`src/rtl/uart_baud_tx.sv`:
```
// uart_baud_tx: UART transmitter. It contains a free-running oversample and baud
// tick generator and an 8N1-style serializer that sends data LSB-first.
// The serial line, busy and done outputs all come from registers.
// The divclk and baudclk strobes are decoded from the divider counters.

module uart_baud_tx #(
  parameter int CLK_FREQ     = 100_000_000,
  parameter int BAUD_RATE    = 115_200,
  parameter int OVERSAMPLING = 8,
  parameter int DATA_BITS    = 8
) (
  input  logic                 sysclk_in,
  input  logic                 rst_in,
  input  logic                 data_rdy_in,
  input  logic [DATA_BITS-1:0] tx_data_in,
  output logic                 tx_serial_out,
  output logic                 tx_busy_out,
  output logic                 tx_done_out,
  output logic                 divclk_out,
  output logic                 baudclk_out
);

  localparam int DIV   = CLK_FREQ / (BAUD_RATE * OVERSAMPLING);
  localparam int DIV_W = (DIV > 1) ? $clog2(DIV) : 1;
  localparam int OS_W  = (OVERSAMPLING > 1) ? $clog2(OVERSAMPLING) : 1;
  localparam int BIT_W = $clog2(DATA_BITS + 1);

  localparam logic [DIV_W-1:0] DIV_LAST = DIV_W'(DIV - 1);
  localparam logic [OS_W-1:0]  OS_LAST  = OS_W'(OVERSAMPLING - 1);
  localparam logic [BIT_W-1:0] BIT_LAST = BIT_W'(DATA_BITS - 1);

  generate
    if (DIV < 1) begin : g_bad_div
      $error("uart_baud_tx: CLK_FREQ too low for BAUD_RATE*OVERSAMPLING");
    end
    if (OVERSAMPLING < 1) begin : g_bad_os
      $error("uart_baud_tx: OVERSAMPLING must be at least 1");
    end
  endgenerate

  typedef enum logic [1:0] {
    IDLE,
    START,
    DATA,
    STOP
  } tx_state_t;

  logic [DIV_W-1:0]     div_cnt;
  logic [OS_W-1:0]      os_cnt;
  logic                 div_tick;
  logic                 baud_tick;
  tx_state_t            state;
  logic [DATA_BITS-1:0] shreg;
  logic [DATA_BITS-1:0] shreg_shift;
  logic [BIT_W-1:0]     bit_cnt;

  assign div_tick    = (div_cnt == DIV_LAST);
  assign baud_tick   = div_tick && (os_cnt == OS_LAST);
  assign shreg_shift = shreg >> 1;

  // Gate the strobes with reset so they stay low while reset is held, even when DIV is 1.
  assign divclk_out  = div_tick & ~rst_in;
  assign baudclk_out = baud_tick & ~rst_in;

  // Oversample divider: this counter wraps every DIV cycles.
  always_ff @(posedge sysclk_in or posedge rst_in) begin
    if (rst_in) begin
      div_cnt <= '0;
    end else if (div_tick) begin
      div_cnt <= '0;
    end else begin
      div_cnt <= div_cnt + DIV_W'(1);
    end
  end

  // Baud divider: this counter counts oversample strobes and wraps once per bit period.
  always_ff @(posedge sysclk_in or posedge rst_in) begin
    if (rst_in) begin
      os_cnt <= '0;
    end else if (div_tick) begin
      if (os_cnt == OS_LAST) begin
        os_cnt <= '0;
      end else begin
        os_cnt <= os_cnt + OS_W'(1);
      end
    end
  end

  // Serializer FSM. The registered line value is updated on the same tick that changes
  // the state, so each line edge appears one cycle after its baud strobe.
  always_ff @(posedge sysclk_in or posedge rst_in) begin
    if (rst_in) begin
      state         <= IDLE;
      shreg         <= '0;
      bit_cnt       <= '0;
      tx_serial_out <= 1'b1;
      tx_busy_out   <= 1'b0;
      tx_done_out   <= 1'b0;
    end else begin
      tx_done_out <= 1'b0;
      if (baud_tick) begin
        case (state)
          IDLE: begin
            if (data_rdy_in) begin
              shreg         <= tx_data_in;
              bit_cnt       <= '0;
              state         <= START;
              tx_serial_out <= 1'b0;
              tx_busy_out   <= 1'b1;
            end
          end
          START: begin
            state         <= DATA;
            tx_serial_out <= shreg[0];
          end
          DATA: begin
            shreg   <= shreg_shift;
            bit_cnt <= bit_cnt + BIT_W'(1);
            if (bit_cnt == BIT_LAST) begin
              state         <= STOP;
              tx_serial_out <= 1'b1;
            end else begin
              tx_serial_out <= shreg_shift[0];
            end
          end
          STOP: begin
            tx_done_out <= 1'b1;
            if (data_rdy_in) begin
              // Back-to-back frame: the next start bit follows the stop bit with no idle bit between them.
              shreg         <= tx_data_in;
              bit_cnt       <= '0;
              state         <= START;
              tx_serial_out <= 1'b0;
            end else begin
              state         <= IDLE;
              tx_busy_out   <= 1'b0;
              tx_serial_out <= 1'b1;
            end
          end
          default: begin
            state         <= IDLE;
            tx_busy_out   <= 1'b0;
            tx_serial_out <= 1'b1;
          end
        endcase
      end
    end
  end

endmodule

```
`config.mk`:
```
export PLATFORM = sky130hd
export DESIGN_NAME = uart_baud_tx
export DESIGN_NICKNAME = d
export VERILOG_FILES = /design/src/rtl/uart_baud_tx.sv
export SDC_FILE = /design/constraint.sdc
export NUM_CORES = 1
export LEC_CHECK = 0
export BUFFER_PORTS_ARGS = -buffer_cell sky130_fd_sc_hd__buf_2
export CAP_MARGIN = 20
export CORE_MARGIN = 10
export CORE_UTILIZATION = 37
export DETAILED_ROUTE_END_ITERATION = 12
export SYNTH_ARGS = -nofsm -noshare
export SYNTH_HDL_FRONTEND = slang
export SYNTH_SLANG_ARGS = --single-unit
```
`constraint.sdc`:
```
create_clock -name sysclk_in -period 1.9 [get_ports sysclk_in]
set_input_delay 0 -clock sysclk_in [delete_from_list [all_inputs] [get_ports sysclk_in]]
set_output_delay 0 -clock sysclk_in [all_outputs]
set_load 0.005 [all_outputs]
```
==> results.md, run 1 <==
* CTS tree: done
* Core box area at 3744 um2
* Final Hold Viols at 0
* Seq/Total Area, Yosys at 45.96%
* DP Area at 1638 um2
* Crit Path Class: reg2reg
* GP Congestion at 0.8727
* Max-slew violation count at 0
* Area of the multi-input gates at 730.7 um2
* Die X at 83.09 um
* Syn Inst Count at 141
* # fillers at 381
* Period utilization at 94.63%
* Routed len/inst at 13.39 um
* Pwr/cell area at 565.9 nW/um2
* Post-synth ARST share at 100.0%
* Diode count at 0
* RSZ-0062 raised after global routing: false
* Maximum root-to-sink buffer count at 2
* Reg2Reg Setup Slack at 100 ps
* Clock skew at 4.352 ps
* Worst R2R Path Depth at 7
* First-pass GRT wire length at 5.023 mm
* Overflow after GRT at 0
* Critical path arrival at 1990 ps
* R2R Path End: shreg[6]
* Final HPWL DP at 2.173 mm
* First-pass DRT Iterations at 4
* Antenna Nets Post-Route at 0
* Die Area at 6904 um2
* Distinct cells, synth at 38
* Cts repair resizes at 0
* Relative slew slack at 62.19%
* Achievable frequency at 556.2 MHz
* Startpoint Class: register
* Layout area overhead at 14.95%
* Initial drt markers at 72
* Via count at 1,053
* Die extent in y at 83.09 um
* DRC Markers at 0
* Io pins at 16
* Slew @ Worst Pin at 566.6 ps
* Routed wire length at 2.825 mm
* Root Driver: clkbuf_8
* Mapped Area at 1473 um2
* Min-Delay Path Depth at 3
* R2R Path Start: state[1]
* Hold crit path type: in2reg
* Synthesized area per cell at 10.44 um2
* Starting Density at 39.34%
* Main synth FF type: dfrtp_1
* Status: finished clean
* Yosys warnings at 0
* Critical Path RT at 2100 ps
* Share of cells above drive strength 1 at 20.86%
* Fin area at 1693 um2
* Port bufs at 15
* Crit Path Max Fanout at 17
* Row Count at 22
* CP startpoint: state[1]
* Gr usage total at 8.358%
* Final nets at 184
* Clock Sinks at 27
* Hold EP: shreg[3]
* Num CTS Buffers at 3
* H-tree levels at 1
* # Max-Cap Violations at 0
* Hold Crit Start: tx_data_in[3]
* Worst vdd ir at 0.3678 mV
* Synth Register Bits at 27
* Mapped Nets at 161
* Post-synth EDFFs at 0
* Clock latency on the worst-skew pair at 270 ps
* Final setup violation count at 0
* Pin count of the biggest net entering global routing at 18
* Vias in the first global route at 1,135
* Leak pwr at 0.7555 nW
* Final min period at 1798 ps
* FF+latch area at 676.9 um2
* Clock transition at path regs at 90 ps
* Via-to-Cell Ratio at 4.991
* CP endpoint kind: register
* Setup TNS at 0 ps
* Initial antenna violation count at 0
## cells in the mapped netlist (3+ instances only)
library cell	n	area share (%)
dfrtp_1	26	44
inv_1	8	2.0
ha_1	9	7.6
nor2_1	19	4.8
mux2i_1	9	6.1
xnor2_1	3	1.8
mux2_2	3	2.3
nand3_1	4	1.4
nand2b_1	4	1.7
nor2b_1	3	1.3
o21ai_0	9	3.1
a21oi_1	9	3.1
nand2_1	5	1.3
## sequential cells by signal, summed over array words and instances, names as in the netlist
name           flops
bit_cnt            4
div_cnt            7
os_cnt             3
shreg              8
state              2
tx_busy_out        1
tx_done_out        1
tx_serial_out      1
## worst max-delay path by stage
stage / cells after the start / slack, ps / to
floorplan: 6 / 100 / bit_cnt[3]
global placement: 6 / 200 / state[1]
detailed placement: 7 / 110 / shreg[5]
CTS: 6 / 70 / baudclk_out
global route: 7 / 4 / shreg[4]
finish: 7 / 100 / shreg[6]
## area by class of cell
class / count / area share, %
Clock buffer: 4 / 2.661
Tap cell: 48 / 3.548
Timing Repair Buffer: 23 / 8.869
Inverter: 8 / 1.774
Sequential cell: 27 / 39.99
Multi-Input combinational cell: 101 / 43.16
## per-stage QoR
stage	worst slack, ps	util [%]	power, W	instances	hold WS (ps)
3_5_place_dp	106.4	43.75	0.0006446	206	119.3
6_report	102.1	45.22	0.0009580	211	25.62
5_1_grt	4.180	45.22	0.001004	211	27.02
2_1_floorplan	104.8	-	0.0006246	141	31.10
3_3_place_gp	200.9	43.75	0.0006425	206	101.3
4_1_cts	71.33	45.22	0.0009721	211	22.46
## timing repair
| action | in CTS | in global routing |
|---|---|---|
| endpoints found under the hold margin | 14 | 0 |
| setup endpoints to repair | 0 | 6 |
| hold buffers | 1 | 0 |
| setup buffers | 0 | 0 |
## worst max-delay path, cell delays in order (launching register included)
cell and delay, ps:
dfrtp_1 430, inv_1 120, ha_1 330, nand2b_2 230
a211oi_4 280, buf_12 180, nor2_1 40, a21oi_1 120
## logic make-up (layout without fill, tap and decap cells)
family | after synthesis | after routing | share of synthesized area (%)
flops | 27 | 27 | 45.96
simple gates | 47 | 47 | 18.86
buf+inv | 13 | 35 | 4.417
fa+ha+maj | 9 | 9 | 7.647
compound gates | 29 | 29 | 12.32
xor+xnor | 4 | 4 | 2.379
mux | 12 | 12 | 8.411
## cells in the final DEF, fill, tap and decap left out
master / n
o2111ai_1: 1
nand2b_2: 1
a211oi_1: 2
nor2_1: 19
nand2b_1: 4
xnor2_1: 3
nor2b_1: 3
nand3_4: 1
xor2_1: 1
nand3b_1: 1
nor4_1: 2
a211oi_4: 1
o22ai_1: 1
nand2_1: 5
a22oi_1: 1
nand4_1: 1
nor3_4: 1
inv_1: 8
dfrtp_1: 26
and3_1: 2
a2bb2oi_1: 1
mux2i_1: 9
a21oi_1: 9
buf_12: 1
clkbuf_1: 1
o21bai_1: 1
nand4bb_4: 1
o21ai_1: 1
nand3_1: 4
o21ai_0: 9
a31oi_1: 2
mux2_2: 3
buf_4: 6
buf_2: 15
dlygate4sd3_1: 1
dfstp_2: 1
ha_1: 9
and3b_1: 1
clkbuf_8: 3
or2_1: 1
## report_power, final
part	leakage [nW]	internal, W	total [W]	switching [W]
sequential	0.317	0.000582	0.000586	0.00000457
clock	0.0228	0.000150	0.000325	0.000175
combinational	0.416	0.0000203	0.0000467	0.0000264
total	0.756	0.000752	0.000958	0.000206
## per-layer routing
layer / vias up / track usage [%] / share of wire (%)
met5: - / 0 / 0
met4: 0 / 4.000 / 1.6
met3: 4 / 2.148 / 3.6
met2: 15 / 13.76 / 48
met1: 502 / 9.813 / 47
li1: 532 / - / -
Note: power is estimated with default switching activity, not from simulation.
==> run 2: changes to the inputs <==
--- a/config.mk
+++ b/config.mk
@@ -5,11 +5,11 @@
 export SDC_FILE = /design/constraint.sdc
 export NUM_CORES = 1
 export LEC_CHECK = 0
-export BUFFER_PORTS_ARGS = -buffer_cell sky130_fd_sc_hd__buf_2
 export CAP_MARGIN = 20
 export CORE_MARGIN = 10
 export CORE_UTILIZATION = 37
 export DETAILED_ROUTE_END_ITERATION = 12
+export DONT_BUFFER_PORTS = 1
 export SYNTH_ARGS = -nofsm -noshare
 export SYNTH_HDL_FRONTEND = slang
 export SYNTH_SLANG_ARGS = --single-unit
==> run 2 against run 1 <==
  * Utilization up 0.64 points
  * Via count down 0.19%
  * Clock power up 2%
  * Sequential power about the same
  * Count of clock-buffer cells in the layout unchanged
  * Highest routed layer unchanged
  * Non-clock buffer count down 4
  * Combinational power up 8.6%
  * Global-route usage up 0.26 points
  * Power up 0.92%
  * Clock skew up 1.4 ps
  * Fmax up 0.33%
==> results.md, run 2 (synthesis gave the netlist of run 1 again) <==
* Layout area overhead at 16.57%
* Critical path, cell by cell: inv_2, ha_1, nand2b_2, a211oi_4, buf_4, o22ai_1
* Die Area at 6904 um2
* First-pass GRT wire length at 5.112 mm
* Initial drt markers at 43
* CTS tree: done
* Setup TNS at 0 ps
* Num CTS Buffers at 3
* Routed len/inst at 14.03 um
* Reg2Reg Setup Slack at 110 ps
* Via-to-Cell Ratio at 5.077
* Worst R2R Path Depth at 6
* Core box area at 3744 um2
* Starting Density at 39.34%
* Slew @ Worst Pin at 345.7 ps
* First-pass DRT Iterations at 4
* Hold EP: bit_cnt[3]
* Inst Count DP at 190
* Final nets at 180
* Status: finished clean
* Non-Filler Instances at 207
* Slowest CP cell: dfrtp_1
* Port bufs at 0
* Pin count of the biggest net entering global routing at 28
* Final Hold Viols at 0
* Min setup slack post-route at 108.0 ps
* Io pins at 16
* Clock skew at 5.709 ps
* CP max stage delay at 410 ps
* R2R Path Start: state[0]
* Hold Crit Start: data_rdy_in
* Largest Register: shreg
* Period utilization at 94.31%
* DRC Markers at 0
* CP endpoint kind: register
* Root Driver: clkbuf_8
* Area of the multi-input gates at 733.2 um2
* Most common cell after layout, fill and taps aside: dfrtp_1
* Maximum root-to-sink buffer count at 2
* Final min period at 1792 ps
* Hold crit path type: in2reg
* Pwr/cell area at 563.2 nW/um2
* Routed wire length at 2.904 mm
* Clock latency on the worst-skew pair at 280 ps
* Initial antenna violation count at 0
* Gr usage total at 8.620%
* Crit Path Class: reg2reg
* Share of cells above drive strength 1 at 14.47%
* # Max-Cap Violations at 0
* RSZ-0062 raised after global routing: true
* Diode count at 0
* Row Count at 22
* GP Congestion at 0.8203
* Crit Path Max Fanout at 8
* FF+latch area at 676.9 um2
* Final setup violation count at 0
* Antenna Nets Post-Route at 0
* Commonest cells after routing, fill and taps aside: 26 x dfrtp_1, 18 x nor2_1, 10 x dlygate4sd3_1
* Biggest regs: shreg (8), div_cnt (7), bit_cnt (4)
* Max FFs per register at 8
* Overflow after GRT at 0
* Die X at 83.09 um
* H-tree levels at 1
* Clock transition at path regs at 90 ps
* Achievable frequency at 558.0 MHz
* Startpoint Class: register
* Leak pwr at 0.7295 nW
* Vias in the first global route at 1,088
* Worst vdd ir at 0.3762 mV
* Via count at 1,051
* Clock Sinks at 27
* Max-slew violation count at 0
* Critical Path RT at 2060 ps
* Min-Delay Path Depth at 3
* Final HPWL DP at 2.090 mm
* Die extent in y at 83.09 um
* # fillers at 383
* Critical path arrival at 1950 ps
* R2R Path End: bit_cnt[0]
* Pre-CTS setup slack at 78.98 ps
* Relative slew slack at 76.74%
## run 2: cell count changes in the layout (fill, tap and decap cells not counted)
cell / delta
buf_2: -15
dlygate4sd3_1: +9
buf_4: +2
buf_12: -1
buf_6: +1
inv_1: -1
inv_2: +1
nor2_1: -1
nor2_2: +1
## run 2: area by class of cell
type                            instances  share of cell area, %
Timing Repair Buffer                   19                  9.985
Multi-Input combinational cell        101                  42.71
Tap cell                               48                  3.499
Sequential cell                        27                  39.43
Clock buffer                            4                  2.624
Inverter                                8                  1.749
## run 2: worst max path at each step
stage	cells after the start	from	endpoint	slack, ps
2_1_floorplan	6	state[0]	bit_cnt[3]	100
3_3_place_gp	7	state[0]	shreg[1]	170
3_5_place_dp	7	state[0]	shreg[1]	80
4_1_cts	7	state[0]	shreg[1]	40
5_1_grt	7	state[0]	bit_cnt[1]	-6
6_report	6	state[0]	bit_cnt[0]	110
## run 2: where the power goes
| group | switching [W] | internal [W] |
|---|---|---|
| combinational | 0.0000253 | 0.0000255 |
| sequential | 0.00000449 | 0.000582 |
| clock | 0.000179 | 0.000150 |
## run 2: metrics by stage
stage | hold slack, ps | instance area, um2 | utilization, % | total power [W]
6_report | 32.59 | 1717 | 45.86 | 0.0009669
5_1_grt | 39.54 | 1717 | 45.86 | 0.001015
4_1_cts | 26.79 | 1688 | 45.09 | 0.0009897
3_5_place_dp | -15.63 | 1543 | 41.21 | 0.0006320
3_3_place_gp | -23.97 | 1543 | 41.21 | 0.0006306
2_1_floorplan | 31.10 | 1473 | - | 0.0006246
## run 2: repair_timing
action                                  in CTS  in global routing
setup buffers                                0                  2
endpoints found under the setup margin       0                 10
endpoints found under the hold margin       38                  0
hold buffers                                10                  0
gates resized for setup                      0                  5
## run 2: per-layer routing
layer	up-vias	global-route usage (%)	routed length, um
met1	511	10.84	1339
met3	4	2.246	89
met2	15	13.55	1430
li1	521	-	-
met5	-	0	0
met4	0	3.538	45
## run 2: critical path: cells and delay by family (launching register included)
| kind | cells | cell delay [ps] |
|---|---|---|
| adders and majority gates | 1 | 330 |
| AOI/OAI and AO/OA | 2 | 400 |
| and+or+nand+nor | 1 | 230 |
| buffers and inverters | 2 | 300 |
| DFF | 1 | 410 |
